==> src/rtl/noc_port_arbiter.sv <==
// noc_port_arbiter: wormhole round-robin arbiter sharing one credited NoC output link.
// Define NOC_ARB_PROTOCOL_CHECK_EN to add the sticky head/tail protocol error flag o_proto_err.
module noc_port_arbiter #(
    parameter int  NUM_REQ = 4,
    parameter int  WIDTH   = 32,
    parameter int  CREDITS = 8,
    localparam int CW      = $clog2(CREDITS + 1)
) (
    input  logic                          clk,
    input  logic                          rst,
    input  logic                          i_clear,
    input  logic [NUM_REQ-1:0]            i_req_empty,
    input  logic [NUM_REQ-1:0][WIDTH-1:0] i_req_data,
    output logic [NUM_REQ-1:0]            o_req_pop,
    output logic                          o_valid,
    output logic [WIDTH-1:0]              o_data,
    input  logic                          i_credit_return,
    output logic [CW-1:0]                 o_credit_count,
    output logic [NUM_REQ-1:0]            o_grant,
    output logic                          o_busy
`ifdef NOC_ARB_PROTOCOL_CHECK_EN
    ,
    output logic                          o_proto_err
`endif
);

    localparam int PW = $clog2(NUM_REQ);
    localparam logic [0:0] S_IDLE   = 1'b0;
    localparam logic [0:0] S_LOCKED = 1'b1;

    logic [0:0]         state;
    logic [PW-1:0]      ptr;
    logic [PW-1:0]      owner;
    logic [CW-1:0]      credit_cnt;
    logic [NUM_REQ-1:0] grant;
    logic               vld_p1;
    logic [WIDTH-1:0]   data_p1;

    logic               eligible;
    logic               found;
    logic               pop_vld;
    logic [PW-1:0]      winner;
    logic [PW-1:0]      pop_idx;
    logic [NUM_REQ-1:0] pop_vec;
    logic [WIDTH-1:0]   pop_flit;
    logic               pop_tail;

    function automatic logic [PW-1:0] next_idx(input logic [PW-1:0] idx);
        return (idx == PW'(NUM_REQ - 1)) ? '0 : idx + PW'(1);
    endfunction

    // Stage p0: round-robin search from ptr, pop decision against registered credits
    always_comb begin
        found  = 1'b0;
        winner = '0;
        for (int i = 0; i < NUM_REQ; i++) begin
            if (!found && !i_req_empty[PW'((int'(ptr) + i) % NUM_REQ)]) begin
                found  = 1'b1;
                winner = PW'((int'(ptr) + i) % NUM_REQ);
            end
        end
    end

    always_comb begin
        eligible = (credit_cnt != '0);
        pop_idx  = (state == S_LOCKED) ? owner : winner;
        pop_vld  = eligible && !i_clear && !rst &&
                   ((state == S_LOCKED) ? !i_req_empty[owner] : found);
        pop_vec  = '0;
        if (pop_vld) pop_vec[pop_idx] = 1'b1;
        pop_flit = i_req_data[pop_idx];
        pop_tail = pop_flit[WIDTH-2];
    end

    // Stage p1: registered push strobe, credit accounting, packet lock
    always_ff @(posedge clk or posedge rst) begin
        if (rst) begin
            state      <= S_IDLE;
            ptr        <= '0;
            owner      <= '0;
            grant      <= '0;
            credit_cnt <= CW'(CREDITS);
            vld_p1     <= 1'b0;
            data_p1    <= '0;
        end else if (i_clear) begin
            state      <= S_IDLE;
            ptr        <= '0;
            owner      <= '0;
            grant      <= '0;
            credit_cnt <= CW'(CREDITS);
            vld_p1     <= 1'b0;
            data_p1    <= '0;
        end else begin
            vld_p1 <= pop_vld;
            if (pop_vld) data_p1 <= pop_flit;

            case ({pop_vld, i_credit_return})
                2'b10:   credit_cnt <= credit_cnt - CW'(1);
                2'b01:   if (credit_cnt != CW'(CREDITS)) credit_cnt <= credit_cnt + CW'(1);
                default: ;
            endcase

            if (pop_vld) begin
                if (state == S_IDLE) begin
                    // A head+tail flit never takes the lock; only the pointer moves
                    if (pop_tail) begin
                        ptr <= next_idx(pop_idx);
                    end else begin
                        state <= S_LOCKED;
                        owner <= pop_idx;
                        grant <= pop_vec;
                    end
                end else if (pop_tail) begin
                    state <= S_IDLE;
                    ptr   <= next_idx(owner);
                    grant <= '0;
                end
            end
        end
    end

`ifdef NOC_ARB_PROTOCOL_CHECK_EN
    logic proto_err;
    logic pop_head;

    assign pop_head = pop_flit[WIDTH-1];

    // A head is required exactly when the link is not locked
    always_ff @(posedge clk or posedge rst) begin
        if (rst) begin
            proto_err <= 1'b0;
        end else if (i_clear) begin
            proto_err <= 1'b0;
        end else if (pop_vld && (pop_head == (state == S_LOCKED))) begin
            proto_err <= 1'b1;
        end
    end

    assign o_proto_err = proto_err;
`endif

    assign o_req_pop      = pop_vec;
    assign o_valid        = vld_p1;
    assign o_data         = data_p1;
    assign o_credit_count = credit_cnt;
    assign o_grant        = grant;
    assign o_busy         = (state == S_LOCKED);

endmodule

==> config.mk <==
export PLATFORM = sky130hd
export DESIGN_NAME = noc_port_arbiter
export DESIGN_NICKNAME = d
export VERILOG_FILES = /design/src/rtl/noc_port_arbiter.sv
export SDC_FILE = /design/constraint.sdc
export NUM_CORES = 1
export LEC_CHECK = 0
export ABC_AREA = 0
export CAP_MARGIN = 20
export CORE_MARGIN = 10
export CORE_UTILIZATION = 40
export DETAILED_ROUTE_END_ITERATION = 8
export GPL_TIMING_DRIVEN = 0
export PLACE_DENSITY_LB_ADDON = 0.25
export SYNTH_ARGS = -nofsm -noshare
export SYNTH_HDL_FRONTEND = slang
export SYNTH_SLANG_ARGS = --single-unit
export TNS_END_PERCENT = 50
==> constraint.sdc <==
create_clock -name clk -period 2.8 [get_ports clk]
set_input_delay 0.56 -clock clk [delete_from_list [all_inputs] [get_ports clk]]
set_output_delay 0.56 -clock clk [all_outputs]
set_load 0.01 [all_outputs]
==> results.md, run 1 <==
* FF-to-FF path depth at 10
* Syn Inst Count at 440
* Post-synthesis simple-gate area fraction at 0.3695
* GRT Util Overall at 0.2089
* CTS sink count at 46
* Clk buf depth at 2
* # rows at 33
* Largest area contributor in the netlist: dfrtp_1
* Cts bufs inserted at 5
* Vias at 4,103
* Fmax at 368.0 MHz
* Routed vias/inst at 5.545
* Worst Setup End Kind: output pin
* First-pass GRT wire length at 22,070 um
* Reg2Reg Launch Point: owner[0]
* Class of the worst hold path: register to register
* Post-layout util at 0.6734
* Avg Inst Size Synth at 7.712 um^2
* WHS at 514.3 ps
* Clock slew at reported path FFs at 80 ps
* Core ar. at 8217 um^2
* Ranking of synthesized cells by area: dfrtp_1, nand2_1, nand3_1
* IO Port Bufs at 181
* Nets at 777
* Min cycle time layout at 2717 ps
* Synth unique cells at 54
* Area share of the largest cell type after synthesis at 0.3319
* R2R setup slack at 250 ps
* Critical Path Source: i_req_empty[1]
* Slew HR at 0.5416
* Dpl cells at 727
* WHS Path Cells at 1
* Layout filler cell count at 696
* Remaining antenna violation count at 0
* Initial core utilization at 0.4130
* Post-synth EDFFs at 0
* Leakage at 2.533 nW
* GP Congestion at 0.8376
* Fin cells at 740
* 1st-iter DRT viols at 212
* Clock Tree Root: clkbuf_8
* Skew-Pair Late Insertion Delay at 300 ps
* Mux cell area share after synthesis at 0.03171
* Compound-Gate Fraction of Synth Area at 0.1696
* Crit path to: o_req_pop[3]
* Ys async rst share at 1.000
* Final Cell Area at 5533 um^2
* Setup crit start kind: input port
* CTS tree: yes
* Worst vdd ir at 0.4335 mV
* Fin. Hold Viols at 0
* Outcome: completed
* XOR/XNOR Fraction of Synth Area at 0.005162
* Die Area at 12,570 um^2
* Drt first pass iters at 5
* Die H at 112.1 um
* Ports at 182
* Placed Area at 5356 um^2
* Final WL at 13,770 um
* Synth warnings at 0
* Seq/Total Area, Yosys at 0.3396
* DRC at 0
* RR Endpoint: o_credit_count[3]
* Req. time, crit path at 2240 ps
* Ys flop type: dfrtp_1
* Top-count cell post-synth: nand2_1
* Post-synthesis adder-cell area fraction at 0.02802
* Fin crit share at 0.9704
* Die X at 112.1 um
* WP data arrival at 2160 ps
* WL/cell at 18.61 um
* Critical path peak fanout at 6
* Initial antenna violation count at 0
* Vias in the first global route at 4,239
* Slew @ Worst Pin at 687.6 ps
* Syn Nets at 583
* Antenna diodes at 0
* Cell Pwr Density at 760.1 nW/um^2
* Layout cells sized above 1 at 0.1024
* H-tree levels at 2
* Max Cap Viol at 0
* Area delta synth->final at 63.05%
* Final Total Pwr at 4.206 mW
* CP Class: input port to output pin
* Synth Register Bits at 46
* Clock Skews at 17.82 ps
* Remaining Overflow, GRT at 0
* Dpl hpwl at 10,910 um
* Mapped Area at 3393 um^2
* Largest net degree at the start of global routing at 34
* Post-synth top cells: nand2_1, nand3_1, dfrtp_1
* Largest family of logic cells by synthesized area: simple AND/OR/NAND/NOR gates
* Final Max Slew Viols at 0
* Final setup viols at 0
placed cells by master (no fill, tap or decap), drive strengths merged, types with 2 or more instances in the layout:
master / netlist / layout
clkdlybuf4s50: 0 / 173
nand2: 136 / 136
nand3: 69 / 69
dfrtp: 45 / 45
and3: 39 / 39
a31o: 32 / 32
buf: 19 / 31
clkbuf: 15 / 21
inv: 9 / 9
nor2: 6 / 6
ha: 6 / 6
and2: 6 / 6
mux2i: 4 / 4
nor3: 4 / 4
o311ai: 4 / 4
o22ai: 3 / 3
mux2: 3 / 3
o31ai: 3 / 3
a21oi: 3 / 3
o21ai: 3 / 3
clkinv: 1 / 3
nand2b: 2 / 2
o21a: 2 / 2
a21boi: 2 / 2
clkdlybuf4s15: 0 / 2
registers in the layout, indices dropped and copies added, names as in the netlist:
| signal | flops |
|---|---|
| o_valid | 1 |
| o_busy | 1 |
| o_credit_count | 4 |
| ptr | 2 |
| owner | 2 |
| o_grant | 4 |
| o_data | 32 |
report_power, final:
| part | leakage (nW) | total [mW] | switching, mW | internal [mW] |
|---|---|---|---|---|
| Sequential | 0.608 | 1.04 | 0.159 | 0.879 |
| Clock | 0.0450 | 0.405 | 0.231 | 0.174 |
| Combinational | 1.88 | 2.76 | 1.47 | 1.29 |
| Total | 2.53 | 4.21 | 1.86 | 2.34 |
worst max-delay path: stages:
cell	delay, ps
clkdlybuf4s15_2	220
a21bo_1	190
a311oi_2	320
o21ai_2	120
nand2_2	140
buf_6	130
buf_8	90
ha_1	160
and2_4	140
buf_6	90
how the worst min path moves through the flow:
stage / from / end / slack [ps]
after CTS: o_data[30] / o_data[30] / 520
final: o_data[30] / o_data[30] / 510
after global placement: o_data[30] / o_data[30] / 500
after detailed placement: o_data[30] / o_data[30] / 490
after floorplan: ptr[0] / ptr[0] / 540
after global routing: o_data[30] / o_data[30] / 550
per-layer routing:
layer / global-route usage / share of wire / vias to the layer above
li1: - / - / 1934
met1: 0.2367 / 0.38 / 1952
met2: 0.3642 / 0.51 / 197
met3: 0.07668 / 0.098 / 20
met4: 0.04907 / 0.016 / 0
met5: 0 / 0 / -
cells by family after synthesis:
group / after synthesis
and+or+nand+nor: 269
AOI/OAI and AO/OA: 64
DFF: 46
buffers and inverters: 44
muxes: 8
adders and majority gates: 7
xor gates and xnor gates: 2
repair_timing:
action                     4_1_cts  5_1_grt
setup endpoints to repair        8        4
resized for setup               47        8
cloned                           0        0
setup buffers                    7        2
pin swaps                        3        2
hold buffers                     0        0
metrics by stage:
step           setup slack, ps  setup TNS (ps)
2_1_floorplan            263.9               0
3_3_place_gp             -1070          -10070
3_5_place_dp             -1123          -12730
4_1_cts                 -58.91          -58.91
5_1_grt                 -1.414          -1.414
6_report                 82.92               0
final cells by class:
| class | count | area (um^2) | area share |
|---|---|---|---|
| timing repair buffer | 191 | 1888 | 0.3412 |
| buffer | 30 | 157.7 | 0.02849 |
| sequential | 46 | 1154 | 0.2085 |
| clock inverter | 2 | 10.01 | 0.001809 |
| tap | 105 | 131.4 | 0.02374 |
| multi-input combinational | 350 | 2074 | 0.3749 |
| clock buffer | 6 | 72.57 | 0.01312 |
| inverter | 10 | 45.04 | 0.008141 |
No activity file was read; power rests on OpenSTA's default activity.
==> inputs of run 2 (changes only) <==
Settings changed: SLEW_MARGIN set to 10.
==> results of run 2 <==
Final layout, timing and power as in run 1 (identical DEF).
